File: config.mk
export PLATFORM = sky130hd
export DESIGN_NAME = neopixel_strip_controller
export DESIGN_NICKNAME = d
export VERILOG_FILES = /design/src/rtl/neopixel_strip_controller.sv
export SDC_FILE = /design/constraint.sdc
export NUM_CORES = 1
export LEC_CHECK = 0
export CAP_MARGIN = 5
export CORE_MARGIN = 3
export CORE_UTILIZATION = 64
export DETAILED_ROUTE_END_ITERATION = 8
export PLACE_DENSITY = 0.83
export SLEW_MARGIN = 10
export SYNTH_ARGS = -nofsm -noshare
export SYNTH_HDL_FRONTEND = slang
export SYNTH_SLANG_ARGS = --single-unit
File: constraint.sdc
create_clock -name CLOCK_50 -period 7.2 [get_ports CLOCK_50]
set_clock_uncertainty 0.05 [all_clocks]
set_input_delay 1.44 -clock CLOCK_50 [delete_from_list [all_inputs] [get_ports CLOCK_50]]
set_output_delay 1.44 -clock CLOCK_50 [all_outputs]
set_load 0.01 [all_outputs]
File: src/rtl/neopixel_strip_controller.sv
// WS2812-style strand driver: G,R,B frame buffer, per-frame brightness scaling,
// bit-timed serial output with a latch gap and optional automatic refresh.
module neopixel_strip_controller #(
  parameter int NUM_PIXELS = 8,
  parameter int IDX_W      = (NUM_PIXELS > 1) ? $clog2(NUM_PIXELS) : 1,
  parameter int T0H        = 18,
  parameter int T0L        = 40,
  parameter int T1H        = 35,
  parameter int T1L        = 30,
  parameter int TLATCH     = 2500
) (
  input  logic             CLOCK_50,
  input  logic             reset_n,
  input  logic [7:0]       red,
  input  logic [7:0]       green,
  input  logic [7:0]       blue,
  input  logic [IDX_W-1:0] pixel,
  input  logic             load,
  input  logic             go,
  input  logic             auto_refresh,
  input  logic [7:0]       brightness,
  output logic             neopixel_data,
  output logic             ready,
  output logic             frame_done
);

  localparam int AW     = (NUM_PIXELS > 1) ? $clog2(NUM_PIXELS) : 1;
  localparam int DEPTH  = 1 << AW;
  localparam int CMAX_0 = (T0H > T0L) ? T0H : T0L;
  localparam int CMAX_1 = (T1H > T1L) ? T1H : T1L;
  localparam int CMAX_2 = (CMAX_0 > CMAX_1) ? CMAX_0 : CMAX_1;
  localparam int CMAX   = (CMAX_2 > TLATCH) ? CMAX_2 : TLATCH;
  localparam int CNT_W  = $clog2(CMAX + 1);

  localparam logic [IDX_W:0]  NPIX     = (IDX_W+1)'(NUM_PIXELS);
  localparam logic [AW-1:0]   LAST_PIX = AW'(NUM_PIXELS - 1);

  typedef enum logic [2:0] {
    IDLE  = 3'd0,
    FETCH = 3'd1,
    HIGH  = 3'd2,
    LOW   = 3'd3,
    LATCH = 3'd4
  } state_t;

  function automatic logic [7:0] scale_byte(input logic [7:0] c, input logic [7:0] b);
    logic [15:0] prod;
    prod = {8'd0, c} * ({8'd0, b} + 16'd1);
    return prod[15:8];
  endfunction

  function automatic logic [23:0] scale_word(input logic [23:0] w, input logic [7:0] b);
    return {scale_byte(w[23:16], b), scale_byte(w[15:8], b), scale_byte(w[7:0], b)};
  endfunction

  state_t            state_q, state_d;
  logic [CNT_W-1:0]  cnt_q, cnt_d;
  logic [4:0]        bit_q, bit_d;
  logic [AW-1:0]     pix_q, pix_d;
  logic [23:0]       shift_q, shift_d;
  logic [7:0]        bright_q, bright_d;
  logic              data_q, ready_q, done_q, done_d;
  logic [23:0]       fb_q [DEPTH];
  logic [23:0]       fetch_word_s;
  logic              wr_en_s;
  logic [AW-1:0]     wr_idx_s;

  assign wr_en_s  = load && ready_q && ({1'b0, pixel} < NPIX);
  assign wr_idx_s = AW'(pixel);

  // Frame buffer: cleared by reset, written only while idle and in range.
  always_ff @(posedge CLOCK_50 or negedge reset_n) begin
    if (!reset_n) begin
      for (int i = 0; i < DEPTH; i++) begin
        fb_q[i] <= 24'd0;
      end
    end else if (wr_en_s) begin
      fb_q[wr_idx_s] <= {green, red, blue};
    end
  end

  // Next-state logic for the bit-timing FSM.
  always_comb begin
    state_d      = state_q;
    cnt_d        = cnt_q;
    bit_d        = bit_q;
    pix_d        = pix_q;
    shift_d      = shift_q;
    bright_d     = bright_q;
    done_d       = 1'b0;
    fetch_word_s = scale_word(fb_q[pix_q], bright_q);
    case (state_q)
      IDLE: begin
        if (go || (auto_refresh && done_q)) begin
          state_d  = FETCH;
          pix_d    = '0;
          bit_d    = 5'd0;
          bright_d = brightness;
        end else begin
          state_d = IDLE;
        end
      end
      FETCH: begin
        shift_d = fetch_word_s;
        bit_d   = 5'd0;
        state_d = HIGH;
        cnt_d   = fetch_word_s[23] ? CNT_W'(T1H - 1) : CNT_W'(T0H - 1);
      end
      HIGH: begin
        if (cnt_q == '0) begin
          state_d = LOW;
          cnt_d   = shift_q[23] ? CNT_W'(T1L - 1) : CNT_W'(T0L - 1);
        end else begin
          cnt_d = cnt_q - CNT_W'(1);
        end
      end
      LOW: begin
        if (cnt_q != '0) begin
          cnt_d = cnt_q - CNT_W'(1);
        end else if (bit_q != 5'd23) begin
          // Next bit follows immediately; its polarity is the bit after the MSB.
          state_d = HIGH;
          bit_d   = bit_q + 5'd1;
          shift_d = {shift_q[22:0], 1'b0};
          cnt_d   = shift_q[22] ? CNT_W'(T1H - 1) : CNT_W'(T0H - 1);
        end else if (pix_q == LAST_PIX) begin
          state_d = LATCH;
          cnt_d   = CNT_W'(TLATCH - 1);
        end else begin
          state_d = FETCH;
          pix_d   = pix_q + AW'(1);
        end
      end
      LATCH: begin
        if (cnt_q == '0) begin
          state_d = IDLE;
          done_d  = 1'b1;
        end else begin
          cnt_d = cnt_q - CNT_W'(1);
        end
      end
      default: begin
        state_d = IDLE;
      end
    endcase
  end

  // State and output registers; reset parks in FETCH so a blank frame follows release.
  always_ff @(posedge CLOCK_50 or negedge reset_n) begin
    if (!reset_n) begin
      state_q  <= FETCH;
      cnt_q    <= '0;
      bit_q    <= 5'd0;
      pix_q    <= '0;
      shift_q  <= 24'd0;
      bright_q <= 8'd0;
      data_q   <= 1'b0;
      ready_q  <= 1'b0;
      done_q   <= 1'b0;
    end else begin
      state_q  <= state_d;
      cnt_q    <= cnt_d;
      bit_q    <= bit_d;
      pix_q    <= pix_d;
      shift_q  <= shift_d;
      bright_q <= bright_d;
      data_q   <= (state_d == HIGH);
      ready_q  <= (state_d == IDLE);
      done_q   <= done_d;
    end
  end

  assign neopixel_data = data_q;
  assign ready         = ready_q;
  assign frame_done    = done_q;

endmodule

==> qor.yml <==
route:
  first_pass_iters: 5
  ant_nets: 0
  wire_per_inst_um: 20.3
  vias_per_cell: 6.22
  finalWirelength_mm: 39.9
  drt_iter0_markers: 988
  vias: 12200
  drc: 0
global_routing:
  grt_pass1_vias: 13100
  grt_overflow_total: 0
  grt_pass1_wl_mm: 66.0
  grt_max_degree: 90
  grtUsageTotal_pct: 28.0
  antenna_found_initial: 0
timing:
  rsz0062_at_grt: "false"
  period_needed_ns: 6.49
  post-route-period-util_pct: 90.1
  final.setup.tns_ns: 0
  setup_slack_ns: 0.715
  tightest_slew_ns: 1.06
  setup-violations-final: 0
  clock.fmax_mhz: 154
  maxSlewViolCount: 0
  relSlewSlack_pct: 28.8
  hold_violations: 0
place:
  dp_worst_setup_slack_ns: 0.754
  routabilityCongestion: 0.859
  port_buffers: 42
  dpl.hpwl_mm: 27.2
pwr:
  peakVddDrop_v: 0.000228
  p_total_w: 0.00296
  power.density_nw_per_um2: 152
  power.leakage_nw: 9.76
clocking:
  worstSkewPairLatency_ns: 0.57
  hold_buffers: 0
  postCtsSetupBuffers: 0
  cts_buffer_depth: 3
  cts.repair.resized: 0
  clockRootBuffer: "clkbuf_16"
  cts.htree.levels: 1
  cts_tree: "done"
  path_clk_slew_ns: 0.06
  numCtsBuffers: 28
  clkSinkCount: 250
synth:
  syn_area_um2: 17500
  syn_inst: 1554
  synth_nets: 1815
  ys.flop_type: "dfrtp_1"
  synth_edf_count: 0
  seq_area_frac_synth_pct: 35.7
  async_reset_ff_share_pct: 100
  yosysWarnings: 0
  ys_ff_latch: 250
  avgSynthCellArea_um2: 11.3
  synth_cell_types: 71
final_layout:
  final_cell_mix: "dfrtp_1 (247), nor2_1 (212), mux2_2 (200)"
  drive_gt1_share_pct: 23.5
  syn_to_final_growth_pct: 11.1
  n_antenna_cell: 0
  final_nets: 1871
  layout_commonest_cell: "dfrtp_1"
hold_path:
  hold_path_class: "reg -> reg"
floorplanning:
  placementRows: 59
  pin_count: 43
  dieArea_um2: 29400
  initial_core_util_pct: 66.2
  die_h_um: 172
  core_area_um2: 26500
  fp.dieW_um: 172
setup_path:
  end_kind: "register"
  crit_path_max_fanout: 20
  worstSetupPathType: "reg -> reg"
  cp-start-kind: "register"
  crit_arrival_ns: 6.84
  required_ns: 7.56
outcome:
  outcome: "complete, no violations"
job:
  maxCapViolCount: 0
final timing paths:
check                            startpoint           to  slack [ns]  cells past startpoint
worst max register to register     pix_q[0]  shift_q[21]        0.71                     17
max in group asynchronous           reset_n     fb_q[84]        4.75                      2
worst min-delay path            shift_q[19]  shift_q[19]        0.45                      2
min in group asynchronous           reset_n    fb_q[136]        0.81                      1
worst max-delay path               pix_q[0]  shift_q[21]        0.71                     17
worst min register to register  shift_q[19]  shift_q[19]        0.45                      2
routing by layer:
layer / track usage, % / vias to the layer above / routed length (um)
met1: 38.0 / 6217 / 16300
met3: 3.84 / 101 / 2660
met2: 47.6 / 450 / 19600
met5: 0 / - / 0
met4: 8.78 / 0 / 1300
li1: - / 5441 / -
stage by stage:
stage	std cells	instance area [um^2]	utilization, %	hold WS [ns]
floorplan	1554	17500	-	0.393
global placement	1915	18600	70.0	0.412
detailed placement	1915	18600	70.0	0.422
CTS	1964	19500	73.5	0.435
global route	1964	19500	73.5	0.464
finish	1964	19500	73.5	0.446
cell families (layout without fill, tap and decap cells):
kind of cell | after synthesis | count (layout) | synth area share, %
and+or+nand+nor | 396 | 396 | 10.5
muxes | 274 | 274 | 20.9
DFF | 250 | 250 | 35.7
buffers and inverters | 222 | 297 | 4.83
adders and majority gates | 221 | 221 | 20.9
AOI/OAI and AO/OA | 151 | 151 | 5.22
xor gates and xnor gates | 40 | 40 | 2.00
where the power goes:
group	switching, W	internal, W
Combinational	0.0000792	0.0000371
Clock	0.000586	0.000841
Sequential	0.00000870	0.00141
Total	0.000674	0.00229
area by class of cell:
cell class              instances  area [um^2]
multi-input cells            1082        10500
fillers                      1696         7020
repair buffers                 90          786
clock buffers                  38          788
well taps                     335          419
clock inverters                11          143
inverters                     158          593
flip-flops and latches        250         6260
sequential cells by signal, summed over array words and instances, names as in the netlist, 3 cells and up:
signal	flops
pix_q	3
bright_q	8
bit_q	5
state_q	3
cnt_q	12
shift_q	24
fb_q	192
critical path, cell delays in order, from the launching register on:
cell and delay [ns]:
dfrtp_2 0.79, mux4_2 0.58, mux2i_1 0.72, nor2_1 0.15, fa_1 0.51, fa_1 0.51
fa_1 0.49, inv_1 0.05, fa_1 0.47, inv_1 0.04, ha_1 0.34, a21o_1 0.19
a21oi_1 0.12, o21ai_0 0.11, a221o_2 0.47, a21o_1 0.22, a2111oi_0 0.40, nor3_1 0.11
cell usage after synthesis (4+ instances only):
cell / n / area (um^2)
dfrtp_1: 249 / 6230
nor2_1: 218 / 818
mux2_2: 200 / 2250
inv_1: 156 / 586
fa_1: 120 / 2400
ha_1: 101 / 1260
clkbuf_1: 56 / 210
o21ai_0: 52 / 260
a21oi_1: 46 / 230
nand2_1: 42 / 158
mux4_2: 38 / 856
xnor2_1: 27 / 236
nand3_1: 26 / 130
or2_2: 24 / 150
mux2i_1: 23 / 230
or3_1: 22 / 138
xor2_1: 13 / 114
nor3_1: 12 / 60.1
nand2b_1: 11 / 68.8
mux4_1: 10 / 263
a21o_1: 6 / 45.0
o21ai_1: 6 / 30.0
buf_2: 5 / 25.0
nor4_1: 5 / 31.3
o22ai_1: 5 / 31.3
and3_1: 4 / 25.0
nand3b_1: 4 / 30.0
nand4_1: 4 / 25.0
or4_1: 4 / 30.0
No activity file was read; power rests on OpenSTA's default activity.
